$ cat config.mk
export PLATFORM = sky130hd
export DESIGN_NAME = muldiv_unit
export DESIGN_NICKNAME = d
export VERILOG_FILES = /design/src/rtl/muldiv_unit.sv
export SDC_FILE = /design/constraint.sdc
export NUM_CORES = 1
export LEC_CHECK = 0
export BUFFER_PORTS_ARGS = -buffer_cell sky130_fd_sc_hd__buf_2
export CAP_MARGIN = 20
export CORE_MARGIN = 2
export CORE_UTILIZATION = 29
export CTS_BUF_LIST = sky130_fd_sc_hd__clkbuf_8
export DETAILED_ROUTE_END_ITERATION = 6
export SYNTH_ARGS = -nofsm -noshare
export SYNTH_HDL_FRONTEND = slang
export SYNTH_SLANG_ARGS = --single-unit
$ cat constraint.sdc
create_clock -name clk -period 6.4 [get_ports clk]
set_input_delay 0.64 -clock clk [delete_from_list [all_inputs] [get_ports clk]]
set_output_delay 0.64 -clock clk [all_outputs]
set_load 0.02 [all_outputs]
$ cat src/rtl/muldiv_unit.sv
// Iterative RV32M multiply/divide unit: 32-step shift-add multiply and restoring divide
// on operand magnitudes, with sign fix-up on the final iteration.
module muldiv_unit (
  input  logic        clk,
  input  logic        rst,
  input  logic        start,
  input  logic [31:0] instr,
  input  logic [31:0] rs1,
  input  logic [31:0] rs2,
  output logic        busy,
  output logic        done,
  output logic [31:0] result
);

  typedef enum logic [1:0] {
    S_IDLE = 2'd0,
    S_CALC = 2'd1,
    S_DONE = 2'd2
  } state_t;

  state_t      r_state;
  logic [4:0]  r_cnt;
  logic [2:0]  r_f3;
  logic [31:0] r_hi;
  logic [31:0] r_lo;
  logic [31:0] r_b;
  logic        r_neg_q;
  logic        r_neg_r;
  logic        r_busy;
  logic        r_done;
  logic [31:0] r_result;

  // Decode and operand conditioning for the accepting edge
  logic        w_valid;
  logic [2:0]  w_f3;
  logic        w_is_div;
  logic        w_a_signed;
  logic        w_b_signed;
  logic        w_sa;
  logic        w_sb;
  logic [31:0] w_a_mag;
  logic [31:0] w_b_mag;
  logic        w_div_zero;
  logic        w_ovf;
  logic        w_special;
  logic [31:0] w_special_res;
  logic        w_unused;

  assign w_valid    = (instr[6:0] == 7'b0110011) && (instr[31:25] == 7'b0000001);
  assign w_f3       = instr[14:12];
  assign w_is_div   = w_f3[2];
  assign w_a_signed = (w_f3 == 3'b001) || (w_f3 == 3'b010) || (w_f3 == 3'b100) || (w_f3 == 3'b110);
  assign w_b_signed = (w_f3 == 3'b001) || (w_f3 == 3'b100) || (w_f3 == 3'b110);
  assign w_sa       = w_a_signed & rs1[31];
  assign w_sb       = w_b_signed & rs2[31];
  assign w_a_mag    = w_sa ? (32'd0 - rs1) : rs1;
  assign w_b_mag    = w_sb ? (32'd0 - rs2) : rs2;
  assign w_div_zero = w_is_div && (rs2 == 32'd0);
  assign w_ovf      = w_is_div && !w_f3[0] && (rs1 == 32'h8000_0000) && (rs2 == 32'hFFFF_FFFF);
  assign w_special  = w_div_zero || w_ovf;
  assign w_unused   = ^{instr[24:15], instr[11:7]};

  always_comb begin
    w_special_res = 32'd0;
    if (w_div_zero)
      w_special_res = w_f3[1] ? rs1 : 32'hFFFF_FFFF;
    else if (w_ovf)
      w_special_res = w_f3[1] ? 32'd0 : 32'h8000_0000;
  end

  // Multiply step: {r_hi, r_lo} is the product register, multiplier shifts out of r_lo
  logic [32:0] w_mul_sum;
  logic [31:0] w_mul_hi;
  logic [31:0] w_mul_lo;

  assign w_mul_sum = {1'b0, r_hi} + (r_lo[0] ? {1'b0, r_b} : 33'd0);
  assign w_mul_hi  = w_mul_sum[32:1];
  assign w_mul_lo  = {w_mul_sum[0], r_lo[31:1]};

  // Divide step: r_hi is the partial remainder, dividend bits shift out of r_lo as quotient bits shift in
  logic [32:0] w_div_shift;
  logic [32:0] w_div_diff;
  logic        w_div_ge;
  logic [31:0] w_div_hi;
  logic [31:0] w_div_lo;

  assign w_div_shift = {r_hi, r_lo[31]};
  assign w_div_diff  = w_div_shift - {1'b0, r_b};
  assign w_div_ge    = !w_div_diff[32];
  assign w_div_hi    = w_div_ge ? w_div_diff[31:0] : w_div_shift[31:0];
  assign w_div_lo    = {r_lo[30:0], w_div_ge};

  logic [31:0] w_hi_step;
  logic [31:0] w_lo_step;

  assign w_hi_step = r_f3[2] ? w_div_hi : w_mul_hi;
  assign w_lo_step = r_f3[2] ? w_div_lo : w_mul_lo;

  // Sign fix-up uses the step outputs so the final iteration and the result land on the same edge
  logic [63:0] w_prod;
  logic [63:0] w_prod_s;
  logic [31:0] w_quo_s;
  logic [31:0] w_rem_s;
  logic [31:0] w_final;

  assign w_prod   = {w_hi_step, w_lo_step};
  assign w_prod_s = r_neg_q ? (64'd0 - w_prod) : w_prod;
  assign w_quo_s  = r_neg_q ? (32'd0 - w_lo_step) : w_lo_step;
  assign w_rem_s  = r_neg_r ? (32'd0 - w_hi_step) : w_hi_step;

  always_comb begin
    w_final = 32'd0;
    if (r_f3[2])
      w_final = r_f3[1] ? w_rem_s : w_quo_s;
    else if (r_f3[1:0] == 2'b00)
      w_final = w_prod_s[31:0];
    else
      w_final = w_prod_s[63:32];
  end

  always_ff @(posedge clk or posedge rst) begin
    if (rst) begin
      r_state  <= S_IDLE;
      r_cnt    <= 5'd0;
      r_f3     <= 3'd0;
      r_hi     <= 32'd0;
      r_lo     <= 32'd0;
      r_b      <= 32'd0;
      r_neg_q  <= 1'b0;
      r_neg_r  <= 1'b0;
      r_busy   <= 1'b0;
      r_done   <= 1'b0;
      r_result <= 32'd0;
    end else begin
      r_done <= 1'b0;
      case (r_state)
        S_IDLE: begin
          if (start && w_valid) begin
            r_f3    <= w_f3;
            r_neg_q <= w_sa ^ w_sb;
            r_neg_r <= w_sa;
            r_b     <= w_b_mag;
            r_hi    <= 32'd0;
            r_lo    <= w_a_mag;
            r_cnt   <= 5'd0;
            if (w_special) begin
              r_state  <= S_DONE;
              r_done   <= 1'b1;
              r_result <= w_special_res;
            end else begin
              r_state <= S_CALC;
              r_busy  <= 1'b1;
            end
          end
        end
        S_CALC: begin
          r_hi  <= w_hi_step;
          r_lo  <= w_lo_step;
          r_cnt <= r_cnt + 5'd1;
          if (r_cnt == 5'd31) begin
            r_state  <= S_DONE;
            r_busy   <= 1'b0;
            r_done   <= 1'b1;
            r_result <= w_final;
          end
        end
        S_DONE: begin
          r_state <= S_IDLE;
        end
        default: begin
          r_state <= S_IDLE;
        end
      endcase
    end
  end

  assign busy   = r_busy;
  assign done   = r_done;
  assign result = r_result;

endmodule

==> results of run 1 <==
-- routing by layer --
layer,up-vias,GRT usage (%),share of wire [%]
li1,8092,-,-
met1,8549,30.53,44
met2,724,36.80,45
met3,121,3.965,7.2
met4,0,9.697,3.9
met5,-,0,0
-- where the power goes --
group	leakage, nW	switching (mW)	internal [mW]
Sequential	1.77	0.0335	0.913
Clock	0.211	0.432	0.395
Combinational	5.15	0.404	0.226
-- cell type report --
class                      count  area, um2  share of cell area [%]
clock inverter                13      163.9                  0.9181
timing repair buffer         163      930.9                   5.214
multi-input combinational   1823      11770                   65.92
tap                          748      935.9                   5.243
clock buffer                  18      247.7                   1.388
antenna                        4      10.01                 0.05607
sequential                   142       3557                   19.93
inverter                      62      237.7                   1.332
-- cell families after synthesis --
family	after synthesis	synth area share, %
simple gates	808	25.11
compound gates	716	29.25
buf+inv	196	5.016
xor+xnor	171	9.295
flops	142	22.05
fa+ha+maj	73	5.762
mux	55	3.510
-- state kept, by name, indices dropped and copies added, names as in the netlist --
| register | cells |
|---|---|
| r_hi | 32 |
| r_b | 32 |
| r_state | 2 |
| r_neg_r | 1 |
| r_neg_q | 1 |
| r_cnt | 5 |
| busy | 1 |
| r_lo | 32 |
| r_f3 | 3 |
| done | 1 |
| result | 32 |
-- worst max path at each step --
| stage | startpoint | endpoint | cells past startpoint |
|---|---|---|---|
| finish | r_lo[31]$_DFFE_PP0P_ | result[0]$_DFFE_PP0P_ | 21 |
| global route | r_lo[31]$_DFFE_PP0P_ | result[0]$_DFFE_PP0P_ | 21 |
| CTS | r_lo[31]$_DFFE_PP0P_ | result[0]$_DFFE_PP0P_ | 21 |
| detailed placement | r_lo[31]$_DFFE_PP0P_ | result[0]$_DFFE_PP0P_ | 21 |
| global placement | r_lo[31]$_DFFE_PP0P_ | result[0]$_DFFE_PP0P_ | 21 |
| floorplan | r_lo[31]$_DFFE_PP0P_ | result[26]$_DFFE_PP0P_ | 22 |
-- metrics by stage --
stage	area, um2	utilization, %	total power [mW]	hold slack, ns
3_3_place_gp	17430	31.70	1.572	0.4635
3_5_place_dp	17430	31.70	1.581	0.4904
2_1_floorplan	16110	-	1.351	0.4632
4_1_cts	17840	32.45	2.404	0.2894
5_1_grt	17850	32.47	2.502	0.3093
6_report	17850	32.47	2.403	0.2449
-- synthesized netlist by cell type, types with 18 or more instances --
library cell	instances	area share (%)
a21o_1	25	1.2
a21oi_1	148	4.6
a31oi_1	41	1.6
and2_1	49	1.9
buf_2	19	0.59
clkbuf_1	91	2.1
dfrtp_1	142	22
ha_1	71	5.5
inv_1	62	1.4
mux2i_1	43	2.7
nand2_1	261	6.1
nand3_1	83	2.6
nand4_1	33	1.3
nor2_1	169	3.9
nor2b_1	18	0.70
nor3_1	53	1.6
nor4_1	18	0.70
o211ai_1	35	1.6
o21ai_0	228	7.1
o31ai_1	33	1.5
or3_1	23	0.89
xnor2_1	95	5.2
xor2_1	76	4.1
==> results by group, run 1 <==
Logic synthesis
  – Share of synthesized area occupied by flip-flops and latches: 22.05%
  – Netlist Area Pre-Place: 16110 um2
  – Syn Inst Count: 2161
  – Async S/R FF share, synth: 100.0%
  – Yosys reg bits: 142
  – Mapped Nets: 2333
  – Synth Flop Type: dfrtp_1
  – Post-synth EDFFs: 0
  – Synthesized area per cell: 7.456 um2
  – Synth Warn #: 0
  – Number of library cell types mapped by synthesis: 108

STA
  – Worst Skew: 0.03380 ns
  – Final hold violations: 0
  – Final setup viols: 0
  – Rel. slew slack: 32.75%
  – FMAX: 0.1644 GHz
  – Post-layout min period: 6.083 ns
  – Final period util: 95.04%
  – Slew Viols, Final: 0
  – Measured slew at the worst slew-check pin: 1.009 ns
  – RSZ-0062 raised after global routing: no
  – Setup TNS: 0 ns
  – Final WS setup: 0.3175 ns

Status
  – Outcome: finished clean

Cells and area
  – Most common cell after layout, fill and taps aside: nand2_1
  – Syn-to-layout area delta: 10.79%
  – Fin nets: 2381
  – Share of layout cells above drive strength 1: 12.65%
  – Post-route insts no fill: 2973
  – Fill cell count: 5912
  – Most frequent cells in the layout: nand2_1, o21ai_0, nor2_1

GRT
  – Initial antenna violation count: 2
  – Global-route wire length before repair: 100.7 mm
  – Global-route usage over all layers: 23.03%
  – Total grt overflow: 0
  – Largest net degree at the start of global routing: 98
  – Vias in the first global route: 16300

Worst setup path
  – Critical Path Source Type: register
  – Worst Path Max Fanout: 21
  – Crit Path Class: reg -> reg
  – Slowest CP cell: o21ai_0
  – CP Capture Type: register
  – Reg2reg end: result[0]$_DFFE_PP0P_
  – Delay of the slowest critical-path stage: 0.57 ns
  – Launching point of the worst reg2reg path: r_lo[31]$_DFFE_PP0P_
  – Worst path buffer plus inverter count: 3
  – CP top delay family: compound AO/OA/AOI/OAI gates
  – Critical path, cell by cell: inv_1 > ha_1 > inv_1 > fa_1 > a211oi_1 > o211a_1 > or3_4 > a21boi_4 > or3_4 > a31oi_1 > ha_1 > o211ai_1 > nor3_1 > nand2_1 > or2_2 > o21ai_0 > buf_4 > xnor2_1 > a211oi_1 > a21oi_1 > o21ai_0
  – Worst reg-to-reg path cell count: 21
  – Worst EP required: 6.79 ns
  – CP Data Arrival Time: 6.47 ns
  – R2R Setup Slk: 0.32 ns

CTS
  – CTS tree: built
  – Worst-Skew Late Latency: 0.53 ns
  – Postcts setup bufs: 0
  – CTS Buf Count: 17
  – Post-CTS Hold Fix Bufs: 0
  – Clk buf depth: 2
  – Post-cts repair resize count: 0
  – CTS clk-pin slew, worst paths: 0.09 ns
  – TritonCTS sink count: 142
  – Root Buffer: clkbuf_8
  – H-tree levels: 4

Routing
  – Iter 0 DRT Violations: 1829
  – Post-DRT Antenna Nets: 0
  – Final WL: 66.47 mm
  – First drt pass iteration count: 5
  – Vias per cell: 5.882
  – Drt drc: 0
  – DR WL/cell: 22.36 um
  – Vias post-DR: 17490

Floorplanning
  – Die Y: 239.7 um
  – Die area: 57460 um2
  – IO Count: 133
  – Number of cell rows: 86
  – Die X: 239.7 um
  – Initial core utilization: 29.30%
  – Core area: 54990 um2

Power and ir drop
  – Power per Cell Area: 134.6 nW/um2
  – Leak pwr: 7.137 nW
  – Peak VDD IR: 0.09575 mV

Placement
  – Pre-CTS setup slack: 0.5411 ns
  – Post-Place Cells: 2938
  – Global placement routability congestion: 0.9812
  – Detail Placement HPWL: 51.42 mm
  – Number of I/O port buffers: 117

Job
  – Max-cap violations: 0

Min path
  – HP Class: in -> async
Note: power is estimated with default switching activity, not from simulation.
==> run 2, diff against run 1 <==
--- a/config.mk
+++ b/config.mk
@@ -5,7 +5,7 @@
 export SDC_FILE = /design/constraint.sdc
 export NUM_CORES = 1
 export LEC_CHECK = 0
-export BUFFER_PORTS_ARGS = -buffer_cell sky130_fd_sc_hd__buf_2
+export BUFFER_PORTS_ARGS = -buffer_cell sky130_fd_sc_hd__buf_4
 export CAP_MARGIN = 20
 export CORE_MARGIN = 2
 export CORE_UTILIZATION = 29
==> run 2 against run 1 <==
Compared with the run above: first-iteration DRC count fell by 3.9%; wire length is 0.52% higher; largest cell class unchanged; critical path depth unchanged; via count is essentially flat; die area stayed put; power down 0.32%; sequential share of layout area down 0.28 points; clock skew down 0.0028 ns; global-route usage shrank 0.13 points.
==> results by group, run 2 (synthesis results as in run 1) <==
Worst setup path
  – CP Capture Type: register
  – CP Data Arrival Time: 6.35 ns (-0.12 ns)
  – Worst Path Max Fanout: 21 (unchanged)
  – Worst EP required: 6.88 ns (+0.09 ns)
  – Critical Path Source Type: register
  – Crit Path Class: reg -> reg

Cells and area
  – Post-route insts no fill: 2969 (-0.13%)
  – Syn-to-layout area delta: 12.37%
  – Most frequent cells in the layout: nand2_1, o21ai_0, nor2_1
  – Fin nets: 2379 (-0.084%)
  – Share of layout cells above drive strength 1: 12.57% (-0.084 points)
  – Sequential cell area: 3557 um2 (unchanged)
  – Most common cell after layout, fill and taps aside: nand2_1
  – Fill cell count: 5828 (-1.4%)
  – Multi-input logic area: 11770 um2 (unchanged)

STA
  – Final setup viols: 0 (unchanged)
  – Worst Skew: 0.03097 ns (-0.002825 ns)
  – Post-layout min period: 5.870 ns (-0.2126 ns)
  – Measured slew at the worst slew-check pin: 1.086 ns (+0.07751 ns)
  – Final hold violations: 0 (unchanged)
  – Rel. slew slack: 27.25% (-5.5 points)
  – Final period util: 91.72% (-3.3 points)
  – Final hold slack: 0.2554 ns (+0.01050 ns)
  – FMAX: 0.1704 GHz (+3.6%)
  – Slew Viols, Final: 0 (unchanged)
  – RSZ-0062 raised after global routing: no
  – Setup TNS: 0 ns (unchanged)

Routing
  – Drt drc: 0 (unchanged)
  – DR WL/cell: 22.51 um (+0.66%)
  – First drt pass iteration count: 6 (+1)
  – Vias per cell: 5.892 (+0.18%)
  – Vias post-DR: 17490 (+0.046%)
  – Post-DRT Antenna Nets: 0 (unchanged)
  – Final WL: 66.82 mm (+0.52%)
  – Iter 0 DRT Violations: 1757 (-3.9%)

CTS
  – CTS Buf Count: 17 (unchanged)
  – Post-CTS Hold Fix Bufs: 0 (unchanged)
  – Postcts setup bufs: 0 (unchanged)
  – H-tree levels: 4 (unchanged)
  – Worst-Skew Late Latency: 0.53 ns (about the same)
  – Root Buffer: clkbuf_8
  – Clk buf depth: 2 (unchanged)
  – CTS clk-pin slew, worst paths: 0.11 ns (+0.02 ns)
  – CTS tree: built
  – TritonCTS sink count: 142 (unchanged)
  – Post-cts repair resize count: 0 (unchanged)

Floorplanning
  – Die Y: 239.7 um (unchanged)
  – Die area: 57460 um2 (unchanged)
  – Number of cell rows: 86 (unchanged)
  – IO Count: 133 (unchanged)
  – Core area: 54990 um2 (unchanged)
  – Die X: 239.7 um (unchanged)
  – Initial core utilization: 29.30% (unchanged)

GRT
  – Vias in the first global route: 16380 (+0.48%)
  – Global-route usage over all layers: 22.90% (-0.13 points)
  – Total grt overflow: 0 (unchanged)
  – Largest net degree at the start of global routing: 96 (-2.0%)
  – Initial antenna violation count: 2 (unchanged)
  – Global-route wire length before repair: 100.9 mm (+0.18%)

Placement
  – Post-Place Cells: 2936 (-0.068%)
  – Global placement routability congestion: 0.9848 (+0.37%)
  – Number of I/O port buffers: 117 (unchanged)
  – Detail Placement HPWL: 51.59 mm (+0.33%)

Power and ir drop
  – Leak pwr: 7.195 nW (+0.82%)
  – Pwr Total: 2.396 mW (-0.32%)
  – Power per Cell Area: 132.3 nW/um2 (-1.7%)
  – Peak VDD IR: 0.1066 mV (+11%)

Status
  – Outcome: finished clean

Job
  – Max-cap violations: 0 (unchanged)

Min path
  – HP Class: in -> async
## run 2: worst max-delay path, stage by stage, from the launching register on
cell and delay [ns]:
dfrtp_1 0.48, inv_1 0.09, ha_1 0.16, inv_1 0.06, fa_1 0.43, a211oi_1 0.42, o211a_1 0.30, or3_4 0.18
a21boi_4 0.07, or3_4 0.50, a31oi_1 0.31, ha_1 0.25, o211ai_1 0.21, nor3_1 0.39, nand2_1 0.19, or2_2 0.35
o21ai_0 0.64, mux2_2 0.29, nor2_1 0.04, a21oi_1 0.15, a32o_1 0.19, o22a_1 0.12
## run 2: through the flow
| step | setup WS [ns] | util (%) | area, um2 |
|---|---|---|---|
| floorplan | 1.281 | - | 16110 |
| detailed placement | 0.7250 | 32.21 | 17710 |
| global placement | 0.7824 | 32.21 | 17710 |
| finish | 0.5301 | 32.93 | 18110 |
| global route | 0.3739 | 32.93 | 18110 |
| CTS | 0.7151 | 32.92 | 18100 |
## run 2: area by class of cell
class	instances	area share (%)
well taps	748	5.169
diodes	1	0.01382
inverters	62	1.313
flip-flops and latches	142	19.65
repair buffers	161	6.675
clock buffers	17	1.292
clock inverters	15	0.8914
multi-input cells	1823	65.00
## run 2: path summary, 6_finish.rpt
check / from / to / slack (ns) / depth (start not counted)
setup / recovery: r_lo[31]$_DFFE_PP0P_ / result[28]$_DFFE_PP0P_ / 0.53 / 21
hold / removal: rst / r_b[17]$_DFFE_PP0P_ / 0.26 / 2
setup reg to reg: r_lo[31]$_DFFE_PP0P_ / result[28]$_DFFE_PP0P_ / 0.53 / 21
hold reg to reg: r_f3[1]$_DFFE_PP0P_ / r_f3[1]$_DFFE_PP0P_ / 0.49 / 2
max in group asynchronous: rst / r_f3[2]$_DFFE_PP0P_ / 4.67 / 3
min in group clk: instr[12] / r_f3[0]$_DFFE_PP0P_ / 0.37 / 3
## run 2: power breakdown
part / switching [mW] / internal [mW]
sequential: 0.0331 / 0.913
clock: 0.442 / 0.352
combinational: 0.416 / 0.241
total: 0.891 / 1.51
## run 2: routing by layer
layer  up-vias  track usage [%]  wire [um]
met1      8497            30.38      28930
met2       803            37.03      30310
met4         2            9.205       2642
li1       8065                -          -
met5         -                0         13
met3       127            3.573       4920
